`src/rtl/victory_tracker.sv`:
```
// victory_tracker: multi-player round/match win detector.
//
// A round is won when exactly one player presses while that player's edge
// light is lit. The winner gets a one-cycle winner/gameReset pulse and a
// point. The first player to reach MATCH_POINTS is held as match winner
// until newMatch is requested.
//
// Ports:
//   clk          system clock, rising edge
//   Reset        asynchronous, active-high reset
//   press        player button levels (already synchronised), bit i = player i
//   edgeLight    bit i high when the light sits at player i's goal
//   newMatch     clear all scores and start a new match (highest priority)
//   winner       one-hot round winner, one cycle per round
//   gameReset    high together with any winner bit
//   score        packed scores, player i at [i*SCORE_W +: SCORE_W]
//   matchOver    high while a match winner is held
//   matchWinner  one-hot match winner while matchOver, zero otherwise
//
// Optional build macro:
//   VICTORY_EDGE_EN  qualify on rising edges of press instead of levels, so
//                    a held button wins at most one round.
module victory_tracker #(
    parameter int NUM_PLAYERS  = 2,
    parameter int SCORE_W      = 3,
    parameter int MATCH_POINTS = 7
) (
    input  logic                           clk,
    input  logic                           Reset,
    input  logic [NUM_PLAYERS-1:0]         press,
    input  logic [NUM_PLAYERS-1:0]         edgeLight,
    input  logic                           newMatch,
    output logic [NUM_PLAYERS-1:0]         winner,
    output logic                           gameReset,
    output logic [NUM_PLAYERS*SCORE_W-1:0] score,
    output logic                           matchOver,
    output logic [NUM_PLAYERS-1:0]         matchWinner
);

    localparam int IDX_W = (NUM_PLAYERS > 1) ? $clog2(NUM_PLAYERS) : 1;

    typedef enum logic [1:0] {
        IDLE       = 2'd0,
        WIN        = 2'd1,
        MATCH_OVER = 2'd2
    } state_t;

    state_t                         state_q, state_d;
    logic [IDX_W-1:0]               idx_q, idx_d;
    logic [NUM_PLAYERS*SCORE_W-1:0] score_q, score_d;

    logic [NUM_PLAYERS-1:0] press_qual;
    logic [NUM_PLAYERS-1:0] hit;
    logic                   one_hot;
    logic                   qualify;
    logic [IDX_W-1:0]       qual_idx;
    logic [SCORE_W-1:0]     score_inc;

`ifdef VICTORY_EDGE_EN
    logic [NUM_PLAYERS-1:0] press_prev_q, press_prev_d;

    always_comb begin
        press_prev_d = newMatch ? '0 : press;
        press_qual   = press & ~press_prev_q;
    end

    always_ff @(posedge clk or posedge Reset) begin
        if (Reset) press_prev_q <= '0;
        else       press_prev_q <= press_prev_d;
    end
`else
    always_comb press_qual = press;
`endif

    // Qualification: the pressed set must be a single player and that
    // player's own light must be lit; multi-press never wins.
    always_comb begin
        hit      = press_qual & edgeLight;
        one_hot  = (press_qual != '0) &&
                   ((press_qual & (press_qual - NUM_PLAYERS'(1))) == '0);
        qualify  = one_hot && (hit == press_qual);
        qual_idx = '0;
        for (int i = 0; i < NUM_PLAYERS; i++) begin
            if (press_qual[i]) qual_idx = IDX_W'(i);
        end
    end

    always_comb begin
        state_d   = state_q;
        idx_d     = idx_q;
        score_d   = score_q;
        score_inc = score_q[idx_q*SCORE_W +: SCORE_W] + SCORE_W'(1);
        case (state_q)
            IDLE: begin
                if (qualify) begin
                    state_d = WIN;
                    idx_d   = qual_idx;
                end
            end
            WIN: begin
                // Scores stop at MATCH_POINTS, so the increment cannot wrap.
                score_d[idx_q*SCORE_W +: SCORE_W] = score_inc;
                state_d = (score_inc == SCORE_W'(MATCH_POINTS)) ? MATCH_OVER : IDLE;
            end
            MATCH_OVER: state_d = MATCH_OVER;
            default:    state_d = IDLE;
        endcase
        // newMatch overrides any qualification or increment this cycle.
        if (newMatch) begin
            state_d = IDLE;
            score_d = '0;
        end
    end

    always_ff @(posedge clk or posedge Reset) begin
        if (Reset) begin
            state_q <= IDLE;
            idx_q   <= '0;
            score_q <= '0;
        end else begin
            state_q <= state_d;
            idx_q   <= idx_d;
            score_q <= score_d;
        end
    end

    // Outputs decode purely from registered state, so reset clears them at once.
    always_comb begin
        winner      = (state_q == WIN) ? (NUM_PLAYERS'(1) << idx_q) : '0;
        gameReset   = (state_q == WIN);
        matchOver   = (state_q == MATCH_OVER);
        matchWinner = (state_q == MATCH_OVER) ? (NUM_PLAYERS'(1) << idx_q) : '0;
        score       = score_q;
    end

endmodule
```
`config.mk`:
```
export PLATFORM = sky130hd
export DESIGN_NAME = victory_tracker
export DESIGN_NICKNAME = d
export VERILOG_FILES = /design/src/rtl/victory_tracker.sv
export SDC_FILE = /design/constraint.sdc
export NUM_CORES = 1
export LEC_CHECK = 0
export BUFFER_PORTS_ARGS = -buffer_cell sky130_fd_sc_hd__buf_2
export CORE_MARGIN = 3
export CORE_UTILIZATION = 35
export DETAILED_ROUTE_END_ITERATION = 8
export PLACE_DENSITY = 0.62
export RECOVER_POWER = 50
export SYNTH_ARGS = -nofsm -noshare
export SYNTH_HDL_FRONTEND = slang
export SYNTH_SLANG_ARGS = --single-unit
```
`constraint.sdc`:
```
create_clock -name clk -period 2.1 [get_ports clk]
set_clock_uncertainty 0.05 [all_clocks]
set_input_delay 0.315 -clock clk [delete_from_list [all_inputs] [get_ports clk]]
set_output_delay 0.315 -clock clk [all_outputs]
set_load 0.005 [all_outputs]
```
==> metrics.log <==
[metrics] Diodes inserted: 0
[metrics] CTS-repair resized insts: 0
[metrics] global-route wire length before repair: 1704 um
[metrics] die outline width: 44.66 um
[metrics] final slew viol count: 0
[metrics] source-to-sink clock delay at the later pin of the worst-skew pair: 270 ps
[metrics] total die area: 0.001994 mm^2
[metrics] worst hold path type: in2reg
[metrics] via count of the first global-routing pass: 387
[metrics] count of nets after finishing: 78
[metrics] # Post-CTS Setup Buffers: 0
[metrics] Final min period: 1795 ps
[metrics] number of primary I/O pins: 19
[metrics] Slew HR: 74.46%
[metrics] top library cells by usage in the layout, fill and taps aside: 18 x sky130_fd_sc_hd__buf_2, 9 x sky130_fd_sc_hd__dfrtp_1, 8 x sky130_fd_sc_hd__nor2_1
[metrics] cell at the root of the clock tree: sky130_fd_sc_hd__clkbuf_4
[metrics] peak supply drop: 0.3002 mV
[metrics] post-synthesis net count: 57
[metrics] HPWL after detailed placement: 775 um
[metrics] final worst setup slack: 305.0 ps
[metrics] average detailed-routed wire length per instance: 12.40 um
[metrics] clock net sink count: 9
[metrics] status: finished, final reports clean
[metrics] Core Rows: 13
[metrics] largest net degree at the start of global routing: 11
[metrics] Post-Syn Instances: 48
[metrics] type of destination of the critical path: register
[metrics] Total Neg Setup Slack: 0 ps
[metrics] number of violations of the max-capacitance limit: 0
[metrics] worst hold slack: 254.7 ps
[metrics] Port-buffer cells: 18
[metrics] clock buffer count from CTS: 3
[metrics] transition at the pin with the smallest max-transition slack: 383.0 ps
[metrics] final setup violation count: 0
[metrics] Clock transition at path regs: 70 ps
[metrics] setup repair after global routing missed its margin: no
[metrics] via density per instance: 4.651
[metrics] number of filler cells placed in the layout: 137
[metrics] final routed wirelength across all metal layers: 1029 um
[metrics] DRT iter0 DRCs: 3
[metrics] total number of H-tree levels: 1
[metrics] syn_area_per_cell: 10.90 um^2
[metrics] synthesis-to-finish area growth: 24.64%
[metrics] Congestion Overflow GR: 0
[metrics] initial cell density of the core: 38.74%
[metrics] global routing usage summed across all routing layers: 12.34%
[metrics] Post-Synthesis Cell Area: 523.0 um^2
[metrics] RD Place Congestion: 0.6885
[metrics] sequential-to-total area share from yosys stat: 43.06%
[metrics] unique cell type count in the Yosys netlist: 24
[metrics] WS Path Type: reg2reg
[metrics] antenna-violating nets left: 0
[metrics] warnings from Yosys: 0
[metrics] fraction of the cycle the final worst path needs: 85.48%
[metrics] detailed-routing iteration count for the pre-antenna-repair pass: 3
[metrics] core area: 0.001350 mm^2
[metrics] maximum count of clock buffers along a single path: 2
[metrics] power density over cell area: 620.8 mW/mm^2
[metrics] type of origin of the critical path: register
[metrics] Critical Path RT: 2210 ps
[metrics] via total after detailed routing: 386
[metrics] maximum fanout count along the critical path: 10
[metrics] minimum setup slack after placement: 310.1 ps
[metrics] leading cell type in the layout, fill and taps excluded: sky130_fd_sc_hd__buf_2
[metrics] number of antenna violations at the first check in global routing: 0
[metrics] flop and latch count out of synthesis: 9
[metrics] leakage power of the design: 0.3538 nW
[metrics] Max Freq: 557.1 MHz
[metrics] fraction of final layout cells with drive strength greater than 1: 38.24%
[metrics] Data arrival, critical path: 1910 ps
[metrics] clock tree from TritonCTS: yes
[metrics] Chip Height: 44.66 um
[metrics] number of failing hold endpoints at the final stage: 0
[metrics] DRC Markers: 0
## metal layers
| metal | track usage, % | vias up | wire length [um] |
|---|---|---|---|
| met1 | 15.14 | 170 | 465 |
| li1 | - | 201 | - |
| met5 | 0 | - | 0 |
| met4 | 9.036 | 0 | 27 |
| met2 | 17.48 | 10 | 465 |
| met3 | 4.472 | 5 | 70 |
## where the power goes
| part | leakage [nW] | switching, W | total, W | internal (W) |
|---|---|---|---|---|
| sequential | 0.122 | 0.0000195 | 0.000202 | 0.000183 |
| clock | 0.0150 | 0.0000695 | 0.000143 | 0.0000736 |
| combinational | 0.217 | 0.0000243 | 0.0000597 | 0.0000353 |
| total | 0.354 | 0.000113 | 0.000405 | 0.000291 |
## stage by stage
stage,total power (W),instance area [um^2],std cells,utilization (%)
global placement,0.0002641,615.6,78,45.60
finish,0.0004047,651.9,83,48.29
floorplan,0.0002502,523.0,48,-
detailed placement,0.0002654,615.6,78,45.60
global route,0.0004264,651.9,83,48.29
CTS,0.0004065,651.9,83,48.29
## synth_stat cells
| cell | instances | share of area [%] |
|---|---|---|
| sky130_fd_sc_hd__dfrtp_1 | 9 | 43 |
| sky130_fd_sc_hd__nor2_1 | 8 | 5.7 |
| sky130_fd_sc_hd__inv_1 | 3 | 2.2 |
| sky130_fd_sc_hd__nand3b_1 | 3 | 4.3 |
| sky130_fd_sc_hd__xnor2_1 | 3 | 5.0 |
| sky130_fd_sc_hd__ha_1 | 2 | 4.8 |
| sky130_fd_sc_hd__mux2i_1 | 2 | 3.8 |
| sky130_fd_sc_hd__xor2_1 | 2 | 3.3 |
| sky130_fd_sc_hd__a211o_1 | 1 | 1.7 |
| sky130_fd_sc_hd__a211oi_1 | 1 | 1.4 |
| sky130_fd_sc_hd__a211oi_2 | 1 | 2.4 |
| sky130_fd_sc_hd__and2_1 | 1 | 1.2 |
| sky130_fd_sc_hd__and3b_1 | 1 | 1.7 |
| sky130_fd_sc_hd__and4bb_2 | 1 | 2.4 |
| sky130_fd_sc_hd__buf_1 | 1 | 0.72 |
| sky130_fd_sc_hd__buf_2 | 1 | 0.96 |
| sky130_fd_sc_hd__buf_4 | 1 | 1.4 |
| sky130_fd_sc_hd__mux2_2 | 1 | 2.2 |
| sky130_fd_sc_hd__mux2_4 | 1 | 2.9 |
| sky130_fd_sc_hd__nand2b_1 | 1 | 1.2 |
| sky130_fd_sc_hd__nand4b_1 | 1 | 1.7 |
| sky130_fd_sc_hd__nor2b_1 | 1 | 1.2 |
| sky130_fd_sc_hd__nor3b_4 | 1 | 3.6 |
| sky130_fd_sc_hd__o22ai_1 | 1 | 1.2 |
## kinds of logic (layout without fill, tap and decap cells)
family,after synthesis,after routing,synth area share (%)
AOI/OAI and AO/OA,4,4,6.700
xor gates and xnor gates,5,5,8.375
adders and majority gates,2,2,4.784
buffers and inverters,6,26,5.262
DFF,9,9,43.06
muxes,4,4,8.851
and+or+nand+nor,18,18,22.97
## final timing paths
kind | endpoint | from | slack (ps) | cells past startpoint
min in group asynchronous | score[0]$_DFFE_PP0P_ | Reset | 500 | 3
max in group asynchronous | state_q[1]$_DFFE_PP0P_ | Reset | 1230 | 3
hold / removal | idx_q$_DFFE_PP0P_ | press[1] | 250 | 2
setup / recovery | score[2]$_DFFE_PP0P_ | idx_q$_DFFE_PP0P_ | 300 | 5
hold reg to reg | score[0]$_DFFE_PP0P_ | score[0]$_DFFE_PP0P_ | 520 | 2
setup reg to reg | score[2]$_DFFE_PP0P_ | idx_q$_DFFE_PP0P_ | 300 | 5
## worst max-delay path, stage by stage (launching register included)
cell and delay, ps:
sky130_fd_sc_hd__dfrtp_1 570, sky130_fd_sc_hd__mux2_2 400, sky130_fd_sc_hd__ha_1 240, sky130_fd_sc_hd__and4bb_2 250
sky130_fd_sc_hd__xnor2_1 130, sky130_fd_sc_hd__nor2_1 50
## timing repair
action,CTS,global route
endpoints found under the hold margin,9,0
setup endpoints to repair,0,0
hold buffers,1,0
## sequential cells by signal (all words and copies together), names as in the netlist
register  cells
score         6
idx_q         1
state_q       2
## layout make-up
class / count / area [um^2] / area share, %
flip-flops and latches: 9 / 225.2 / 34.55
inverters: 3 / 11.26 / 1.727
multi-input cells: 33 / 270.3 / 41.46
clock buffers: 4 / 26.28 / 4.031
well taps: 15 / 18.77 / 2.879
repair buffers: 19 / 100.1 / 15.36
No activity file was read; power rests on OpenSTA's default activity.
